File: src/rtl/aux_arb_pkg.sv
// Shared types and constants for the auxiliary bus arbiter: FSM states, master ids,
// default widths and the data value returned by an aborted read.
package aux_arb_pkg;

    localparam int AUX_ADDR_WIDTH_DEF = 16;
    localparam int AUX_DATA_WIDTH_DEF = 8;
    localparam logic [7:0] ERR_DATA = 8'hFF;

    typedef enum logic [1:0] {
        IDLE = 2'd0,
        XFER = 2'd1,
        DONE = 2'd2
    } arb_state_e;

    typedef enum logic {
        M0 = 1'b0,
        M1 = 1'b1
    } master_id_e;

endpackage

File: src/rtl/aux_arb_rr.sv
// Two-way round-robin picker: a lone requester wins; on a tie the master that
// did not win last time is chosen.
module aux_arb_rr
    import aux_arb_pkg::*;
(
    input  logic [1:0]  req_i,
    input  master_id_e  last_grant_i,
    output master_id_e  grant_o,
    output logic        valid_o
);

    always_comb begin
        valid_o = |req_i;
        grant_o = M0;
        case (req_i)
            2'b01:   grant_o = M0;
            2'b10:   grant_o = M1;
            2'b11:   grant_o = (last_grant_i == M0) ? M1 : M0;
            default: grant_o = M0;
        endcase
    end

endmodule

File: src/rtl/aux_bus_arbiter.sv
// Arbitrates a stallable CPU (master 0) and a request/ack host (master 1) onto one
// auxiliary slave bus. Optional slave timeout/abort is enabled by AUX_ARB_TIMEOUT_EN.
module aux_bus_arbiter
    import aux_arb_pkg::*;
#(
    parameter int AUX_ADDR_WIDTH = AUX_ADDR_WIDTH_DEF,
    parameter int AUX_DATA_WIDTH = AUX_DATA_WIDTH_DEF,
    parameter int TIMEOUT_CYCLES = 15
) (
    input  logic                      clk_i,
    input  logic                      reset_i,
    input  logic [AUX_ADDR_WIDTH-1:0] m0_adr_i,
    input  logic [AUX_DATA_WIDTH-1:0] m0_dat_i,
    output logic [AUX_DATA_WIDTH-1:0] m0_dat_o,
    input  logic                      m0_we_i,
    input  logic                      m0_re_i,
    output logic                      m0_clk_en_o,
    input  logic                      m1_req_i,
    input  logic                      m1_we_i,
    input  logic [AUX_ADDR_WIDTH-1:0] m1_adr_i,
    input  logic [AUX_DATA_WIDTH-1:0] m1_dat_i,
    output logic [AUX_DATA_WIDTH-1:0] m1_dat_o,
    output logic                      m1_ack_o,
    output logic [AUX_ADDR_WIDTH-1:0] s_adr_o,
    output logic [AUX_DATA_WIDTH-1:0] s_dat_o,
    input  logic [AUX_DATA_WIDTH-1:0] s_dat_i,
    output logic                      s_we_o,
    output logic                      s_re_o,
    input  logic                      s_ack_i,
    output logic                      err_o
);

    arb_state_e                state_q, state_d;
    master_id_e                grant_q, grant_d;
    master_id_e                last_grant_q, last_grant_d;
    master_id_e                rr_grant;
    logic                      rr_valid;
    logic [AUX_ADDR_WIDTH-1:0] s_adr_q, s_adr_d;
    logic [AUX_DATA_WIDTH-1:0] s_dat_q, s_dat_d;
    logic [AUX_DATA_WIDTH-1:0] m0_dat_q, m0_dat_d;
    logic [AUX_DATA_WIDTH-1:0] m1_dat_q, m1_dat_d;
    logic [AUX_DATA_WIDTH-1:0] rd_data;
    logic                      s_we_q, s_we_d;
    logic                      s_re_q, s_re_d;
    logic                      m1_ack_q, m1_ack_d;
    logic                      m0_pending;
    logic                      timed_out;

    assign m0_pending = m0_we_i | m0_re_i;

    aux_arb_rr u_rr (
        .req_i        ({m1_req_i, m0_pending}),
        .last_grant_i (last_grant_q),
        .grant_o      (rr_grant),
        .valid_o      (rr_valid)
    );

`ifdef AUX_ARB_TIMEOUT_EN
    localparam int TO_W = $clog2(TIMEOUT_CYCLES + 1);
    logic [TO_W-1:0] to_cnt_q, to_cnt_d;
    logic            err_q, err_d;

    // An acknowledge in the final allowed cycle still counts as a normal completion.
    assign timed_out = (state_q == XFER) && !s_ack_i &&
                       (to_cnt_q == TO_W'(TIMEOUT_CYCLES - 1));
    assign err_o     = err_q;
`else
    assign timed_out = 1'b0;
    assign err_o     = 1'b0;
`endif

    always_comb begin
        state_d      = state_q;
        grant_d      = grant_q;
        last_grant_d = last_grant_q;
        s_adr_d      = s_adr_q;
        s_dat_d      = s_dat_q;
        s_we_d       = s_we_q;
        s_re_d       = s_re_q;
        m0_dat_d     = m0_dat_q;
        m1_dat_d     = m1_dat_q;
        m1_ack_d     = 1'b0;
        rd_data      = timed_out ? AUX_DATA_WIDTH'(ERR_DATA) : s_dat_i;
`ifdef AUX_ARB_TIMEOUT_EN
        to_cnt_d     = to_cnt_q;
        err_d        = err_q | timed_out;
`endif
        case (state_q)
            IDLE: begin
                if (rr_valid) begin
                    grant_d      = rr_grant;
                    last_grant_d = rr_grant;
                    state_d      = XFER;
`ifdef AUX_ARB_TIMEOUT_EN
                    to_cnt_d     = '0;
`endif
                    if (rr_grant == M0) begin
                        s_adr_d = m0_adr_i;
                        s_dat_d = m0_dat_i;
                        s_we_d  = m0_we_i;
                        s_re_d  = !m0_we_i;
                    end else begin
                        s_adr_d = m1_adr_i;
                        s_dat_d = m1_dat_i;
                        s_we_d  = m1_we_i;
                        s_re_d  = !m1_we_i;
                    end
                end
            end
            XFER: begin
`ifdef AUX_ARB_TIMEOUT_EN
                to_cnt_d = to_cnt_q + TO_W'(1);
`endif
                if (s_ack_i || timed_out) begin
                    s_we_d   = 1'b0;
                    s_re_d   = 1'b0;
                    state_d  = DONE;
                    m1_ack_d = (grant_q == M1);
                    if (s_re_q) begin
                        if (grant_q == M0) m0_dat_d = rd_data;
                        else               m1_dat_d = rd_data;
                    end
                end
            end
            DONE:    state_d = IDLE;
            default: state_d = IDLE;
        endcase
    end

    always_ff @(posedge clk_i) begin
        if (reset_i) begin
            state_q      <= IDLE;
            grant_q      <= M0;
            last_grant_q <= M1;
            s_adr_q      <= '0;
            s_dat_q      <= '0;
            s_we_q       <= 1'b0;
            s_re_q       <= 1'b0;
            m0_dat_q     <= '0;
            m1_dat_q     <= '0;
            m1_ack_q     <= 1'b0;
`ifdef AUX_ARB_TIMEOUT_EN
            to_cnt_q     <= '0;
            err_q        <= 1'b0;
`endif
        end else begin
            state_q      <= state_d;
            grant_q      <= grant_d;
            last_grant_q <= last_grant_d;
            s_adr_q      <= s_adr_d;
            s_dat_q      <= s_dat_d;
            s_we_q       <= s_we_d;
            s_re_q       <= s_re_d;
            m0_dat_q     <= m0_dat_d;
            m1_dat_q     <= m1_dat_d;
            m1_ack_q     <= m1_ack_d;
`ifdef AUX_ARB_TIMEOUT_EN
            to_cnt_q     <= to_cnt_d;
            err_q        <= err_d;
`endif
        end
    end

    // The CPU runs freely unless it is strobing and its transfer is not in the DONE cycle.
    assign m0_clk_en_o = !m0_pending || (state_q == DONE && grant_q == M0);
    assign m0_dat_o    = m0_dat_q;
    assign m1_dat_o    = m1_dat_q;
    assign m1_ack_o    = m1_ack_q;
    assign s_adr_o     = s_adr_q;
    assign s_dat_o     = s_dat_q;
    assign s_we_o      = s_we_q;
    assign s_re_o      = s_re_q;

endmodule
File: config.mk
export PLATFORM = sky130hd
export DESIGN_NAME = aux_bus_arbiter
export DESIGN_NICKNAME = d
export VERILOG_FILES = /design/src/rtl/aux_arb_pkg.sv /design/src/rtl/aux_arb_rr.sv /design/src/rtl/aux_bus_arbiter.sv
export SDC_FILE = /design/constraint.sdc
export NUM_CORES = 1
export LEC_CHECK = 0
export CORE_ASPECT_RATIO = 0.6
export CORE_MARGIN = 2
export CORE_UTILIZATION = 41
export CTS_BUF_LIST = sky130_fd_sc_hd__clkbuf_8
export DETAILED_ROUTE_END_ITERATION = 7
export PLACE_DENSITY = 0.8
export SYNTH_ARGS = -nofsm -noshare
export SYNTH_HDL_FRONTEND = slang
export SYNTH_HIERARCHICAL = 1
export SYNTH_SLANG_ARGS = --single-unit
File: constraint.sdc
create_clock -name clk_i -period 2.1 [get_ports clk_i]
set_input_delay 0.21 -clock clk_i [delete_from_list [all_inputs] [get_ports clk_i]]
set_output_delay 0.21 -clock clk_i [all_outputs]
set_load 0.005 [all_outputs]
Word-level counts from Yosys, hierarchy flattened

Index checks and enable logic that the tools add are counted.

Bits in registers: 47
Output and inout bits: 45
Bits of input ports: 63

Reduce and logical (&&, ||, !) cells: 14
Muxes and demuxes: 14
Bitwise logic cells: 4
Equal/unequal tests: 6

Operators with widths:

| operator                                                               | number |
|---|---|
| 16-bit 2-to-1 mux                                                      | 1 |
| 8-bit 2-to-1 mux                                                       | 1 |
| 4-bit AND reduction                                                    | 2 |
| 2-bit equality test (second input constant)                            | 3 |
| 1-bit 2-to-1 mux                                                       | 6 |
| 1-bit case mux with 2 select lines                                     | 3 |
| 2-bit 2-to-1 mux                                                       | 2 |
| 2-bit != test (second input constant)                                  | 2 |
| 2-bit case mux with 2 select lines                                     | 1 |
| 2-bit AND reduction                                                    | 2 |
| 1-bit logical NOT                                                      | 3 |
| 1-bit NOT                                                              | 3 |
| 3-bit AND reduction                                                    | 1 |
| 3-bit OR reduction                                                     | 1 |
| 2-bit by 1-bit equality test with 1-bit output (second input constant) | 1 |
| 2-bit logical NOT                                                      | 1 |
| 2-bit nonzero test                                                     | 1 |
| 2-bit OR reduction                                                     | 1 |
| 1-bit logical AND                                                      | 1 |
| 1-bit logical OR                                                       | 1 |
| 1-bit bitwise OR                                                       | 1 |

Depth between registers and ports, before layout

Word-level depth: 6
Gate-level depth with buffers: 6
Mapped depth without buffers: 5

Hierarchy

The synthesis kept the hierarchy.

Modules (own cells, without submodules):

| module          | area each (µm²) | cells an instance | sequential area each (µm²) | instances |
|---|---|---|---|---|
| aux_bus_arbiter | 2109.5          | 204               | 940.9                      | 1 |
| aux_arb_rr      | 13.8            | 2                 | 0.0                        | 1 |

Least setup slack after synthesis

No wires, ideal clock.

Path kind: input to register
Start point: in m0_re_i
End point: reg s_adr_q[7], in the netlist s_adr_o[7]
Data required time: 1954 ps
Library setup time: 146 ps
Cell stages on the path: 6
Data arrival time: 1361 ps
Path slack: 593 ps
Path through: or2_2 a21boi_1 buf_4 buf_2 mux2i_1 a211oi_2

Longest elaborated chain between the ends: 4

RTL lines:

| what                                   | RTL line               | text |
|---|---|---|
| from (decl)                            | aux_bus_arbiter.sv:16  | `input logic m0_re_i,` |
| 1-bit bitwise OR (*)                   | aux_bus_arbiter.sv:49  | `assign m0_pending = m0_we_i \| m0_re_i;` |
| 2-bit equality test                    | aux_arb_rr.sv:15       | `case (req_i)` |
| 1-bit case mux with 2 select lines (*) | aux_arb_rr.sv:15       |  |
| via rr_grant                           | aux_bus_arbiter.sv:36  | `master_id_e rr_grant;` |
| 16-bit 2-to-1 mux (*)                  | aux_bus_arbiter.sv:97  | `if (rr_grant == M0) begin` |
| to (signal assigned)                   | aux_bus_arbiter.sv:150 | `s_adr_q <= s_adr_d;` |
| to (decl)                              | aux_bus_arbiter.sv:38  | `logic [AUX_ADDR_WIDTH-1:0] s_adr_q, s_adr_d;` |

The timed path passes the listed nets; every way through them passes the cells marked *.
A chain may end at the register's enable or synchronous reset.

Worst setup path after layout

Start point: in m0_re_i
End point: out m0_clk_en_o

Longest elaborated chain between the ends: 3

RTL lines:

| what              | RTL line               | text |
|---|---|---|
| 1-bit bitwise OR  | aux_bus_arbiter.sv:49  |  |
| via m0_pending    | aux_bus_arbiter.sv:46  | `logic m0_pending;` |
| 1-bit logical NOT | aux_bus_arbiter.sv:165 | `assign m0_clk_en_o = !m0_pending \|\| (state_q == DONE && grant_q == M0);` |
| 1-bit logical OR  | aux_bus_arbiter.sv:165 |  |
| to (decl)         | aux_bus_arbiter.sv:17  | `output logic m0_clk_en_o,` |

The timed path passes the listed nets, and every way through them passes these cells.

==> metrics <==
DP Area=around 3200 µm²; Final ANT Viol Nets=0; Max-slew headroom=0.6188; maximum vdd drop=roughly 0.4 mV; max-slew violations=0; FF+latch count, synth=47; GRT Max-Usage Layer=met2; CP Capture Type=primary output; Distinct cells, synth=32; Main synth FF type=dfxtp_1; initial cell density of the core=0.4221; I/O pins=108; clock share of power=0.257; GRT overflow=0; Rows=20; Die Span X=96.91 µm; GR Util met1=0.2521; clk_lat worst skew=~0.29 ns; Internal Power=1.519 mW; Leakage=1.262 nW; Seq/Total Area, Yosys=0.4431; via count=1,845; min Tclk post-route=1.735 ns; TritonCTS clock tree=built; largest area contributor in the netlist=dfxtp_1; post-CTS sizing=0; Core Box Area=5030 µm²; CP Class=in2out; Cells after Synth=between 200 and 250; initial DRC count=61; number of max-cap violations=0; pwr dens=621.9 nW/µm²; cell total after placement=368; vias in the first global route=1,710; DR pass1 iterations=5; Fmax=576.3 MHz; GPL Wtd Cong=~0.74; Die ar.=5789 µm²; Sw Pwr=~0.57 mW; RSZ-0062 raised after global routing=no; EDFF count, synth=0; Netlist Area Pre-Place=2123 µm²; Least-Margin Pin Slew=0.5712 ns; Layout Nets=375; vias per cell=4.868; clk sinks=47; Comb pwr share=0.263; HPWL after DPL=4053 µm; Layout area overhead=58.10%; hold path cells=2; root buffer selected by CTS=clkbuf_8; worst path arrival time=1.53 ns; largest net degree at the start of global routing=37; Hold Path Class=in2reg; period utilisation layout=0.8263; Ys Warns=6; status=finished, final reports clean; design area=3357 µm²; ys async rst share=0; total track usage=0.1846; crit start category=input port; Yosys top cell area share=0.4431; met3 Use GR=0.07368; CTS Buf Count=5; CTS H-tree lvls=2; Max clock buf depth=2; Final Hold Fails=0; Clock transition at path regs=0.09 ns; Core Util, Final=0.6674; WL/cell=between 10 and 15 µm; Final Setup Violations=0; final non-filler cell total=379; sequential share of power=0.480; Reg2Reg Setup Slack=between 0.7 and 0.8 ns; share of cells above drive strength 1=0.1757; WP data required=1.89 ns; residual DRC count=0; DIE HEIGHT=59.74 µm; Worst Reg-to-Reg Cells=4; first-pass GRT wire length=8507 µm; met2 Resource Use GR=0.2708; Synth Net Count=269; mean area per synthesized cell=10.31 µm²; Port Buf Inserts=about 110; Area contributors post-synth=dfxtp_1, mux2i_1, a211oi_2; antenna violations before repair=0; Net Sw Frac=0.2724; antenna fix cells=0; Fin Clk Skew=between 0.004 and 0.005 ns; worst-path fanout max=3; final WL=5248 µm
logic make-up (layout without fill, tap and decap cells):
group	after synthesis	after routing	synth area share
compound gates	40	40	0.1974
buf+inv	17	124	0.04184
flops	47	47	0.4431
mux	33	33	0.1562
other cells	1	1	0.001766
simple gates	68	68	0.1597
routing by layer:
layer,vias to the layer above,routed length (µm)
met5,-,0
met4,0,24
met3,2,476
met2,61,2219
met1,842,2527
li1,940,-
registers in the layout (all words and copies together), names as in the netlist:
register	count
s_dat_o	8
s_we_o	1
s_adr_o	16
s_re_o	1
last_grant_q	1
grant_q	1
m1_ack_o	1
state_q	2
m0_dat_o	8
m1_dat_o	8
worst max-delay path, stage by stage:
cell             delay [ns]
clkdlybuf4s50_1        0.40
or2_2                  0.34
nand2_1                0.07
clkdlybuf4s50_1        0.51
Yosys cell counts (2+ instances only):
master    instances
dfxtp_1          47
mux2i_1          32
nor2_1           27
a211oi_2         24
nand2_1          17
buf_2             8
nor3_1            7
a31o_2            6
nand2b_1          6
clkbuf_1          4
a21oi_1           3
buf_4             3
o211ai_1          2
o21ai_0           2
cell usage in the layout (no fill, tap or decap), types with 2 or more instances in the layout:
master | Yosys | final
nand2b_1 | 6 | 6
nor3_1 | 7 | 7
a31o_2 | 6 | 6
o211ai_1 | 2 | 2
buf_4 | 3 | 8
clkinvlp_4 | 0 | 2
nand2_1 | 17 | 17
nor2_1 | 27 | 27
clkdlybuf4s50_1 | 0 | 105
clkbuf_8 | 0 | 5
mux2i_1 | 32 | 32
a211oi_2 | 24 | 24
a21oi_1 | 3 | 3
o21ai_0 | 2 | 2
dfxtp_1 | 47 | 47
worst paths after layout:
kind / start / endpoint
setup / recovery: m0_re_i / m0_clk_en_o
hold / removal: reset_i / s_we_o$_SDFFE_PP0P_
setup reg to reg: last_grant_q$_SDFFE_PP1P_ / s_adr_o[11]$_SDFFE_PP0P_
hold reg to reg: m0_dat_o[3]$_SDFFE_PP0P_ / m0_dat_o[3]$_SDFFE_PP0P_
power by group through the flow:
stage	Combinational [mW]	Clock (mW)	Sequential (mW)
floorplan	0.256	0	1.02
global placement	0.532	0	1.02
detailed placement	0.542	0	1.02
CTS	0.544	0.548	1.00
global route	0.593	0.593	1.01
finish	0.549	0.537	1.00
area by class of cell:
cell class | instances | area, µm²
Inverter | 1 | 3.754
Timing Repair Buffer | 115 | 1136
Multi-Input combinational cell | 142 | 1105
Clock buffer | 5 | 68.82
Fill cell | 412 | 1673
Clock inverter | 3 | 20.02
Sequential cell | 47 | 940.9
Tap cell | 66 | 82.58
metrics by stage:
| stage | TNS (ns) | worst slack, ns | total power [mW] | hold WS, ns |
|---|---|---|---|---|
| 4_1_cts | 0 | 0.1051 | 2.093 | 0.3071 |
| 3_5_place_dp | -3.139 | -0.2063 | 1.563 | 0.4569 |
| 3_3_place_gp | -1.615 | -0.09577 | 1.552 | 0.4478 |
| 5_1_grt | 0 | 0.3410 | 2.197 | 0.3201 |
| 6_report | 0 | 0.3647 | 2.088 | 0.3014 |
| 2_1_floorplan | 0 | 0.5926 | 1.277 | 0.3266 |
timing repair:
| item | in CTS | in global routing |
|---|---|---|
| endpoints found under the hold margin | 0 | 0 |
| hold buffers | 0 | 0 |
| buffers inserted | 0 | 3 |
| setup endpoints to repair | 0 | 4 |
No activity file was read; power rests on OpenSTA's default activity.
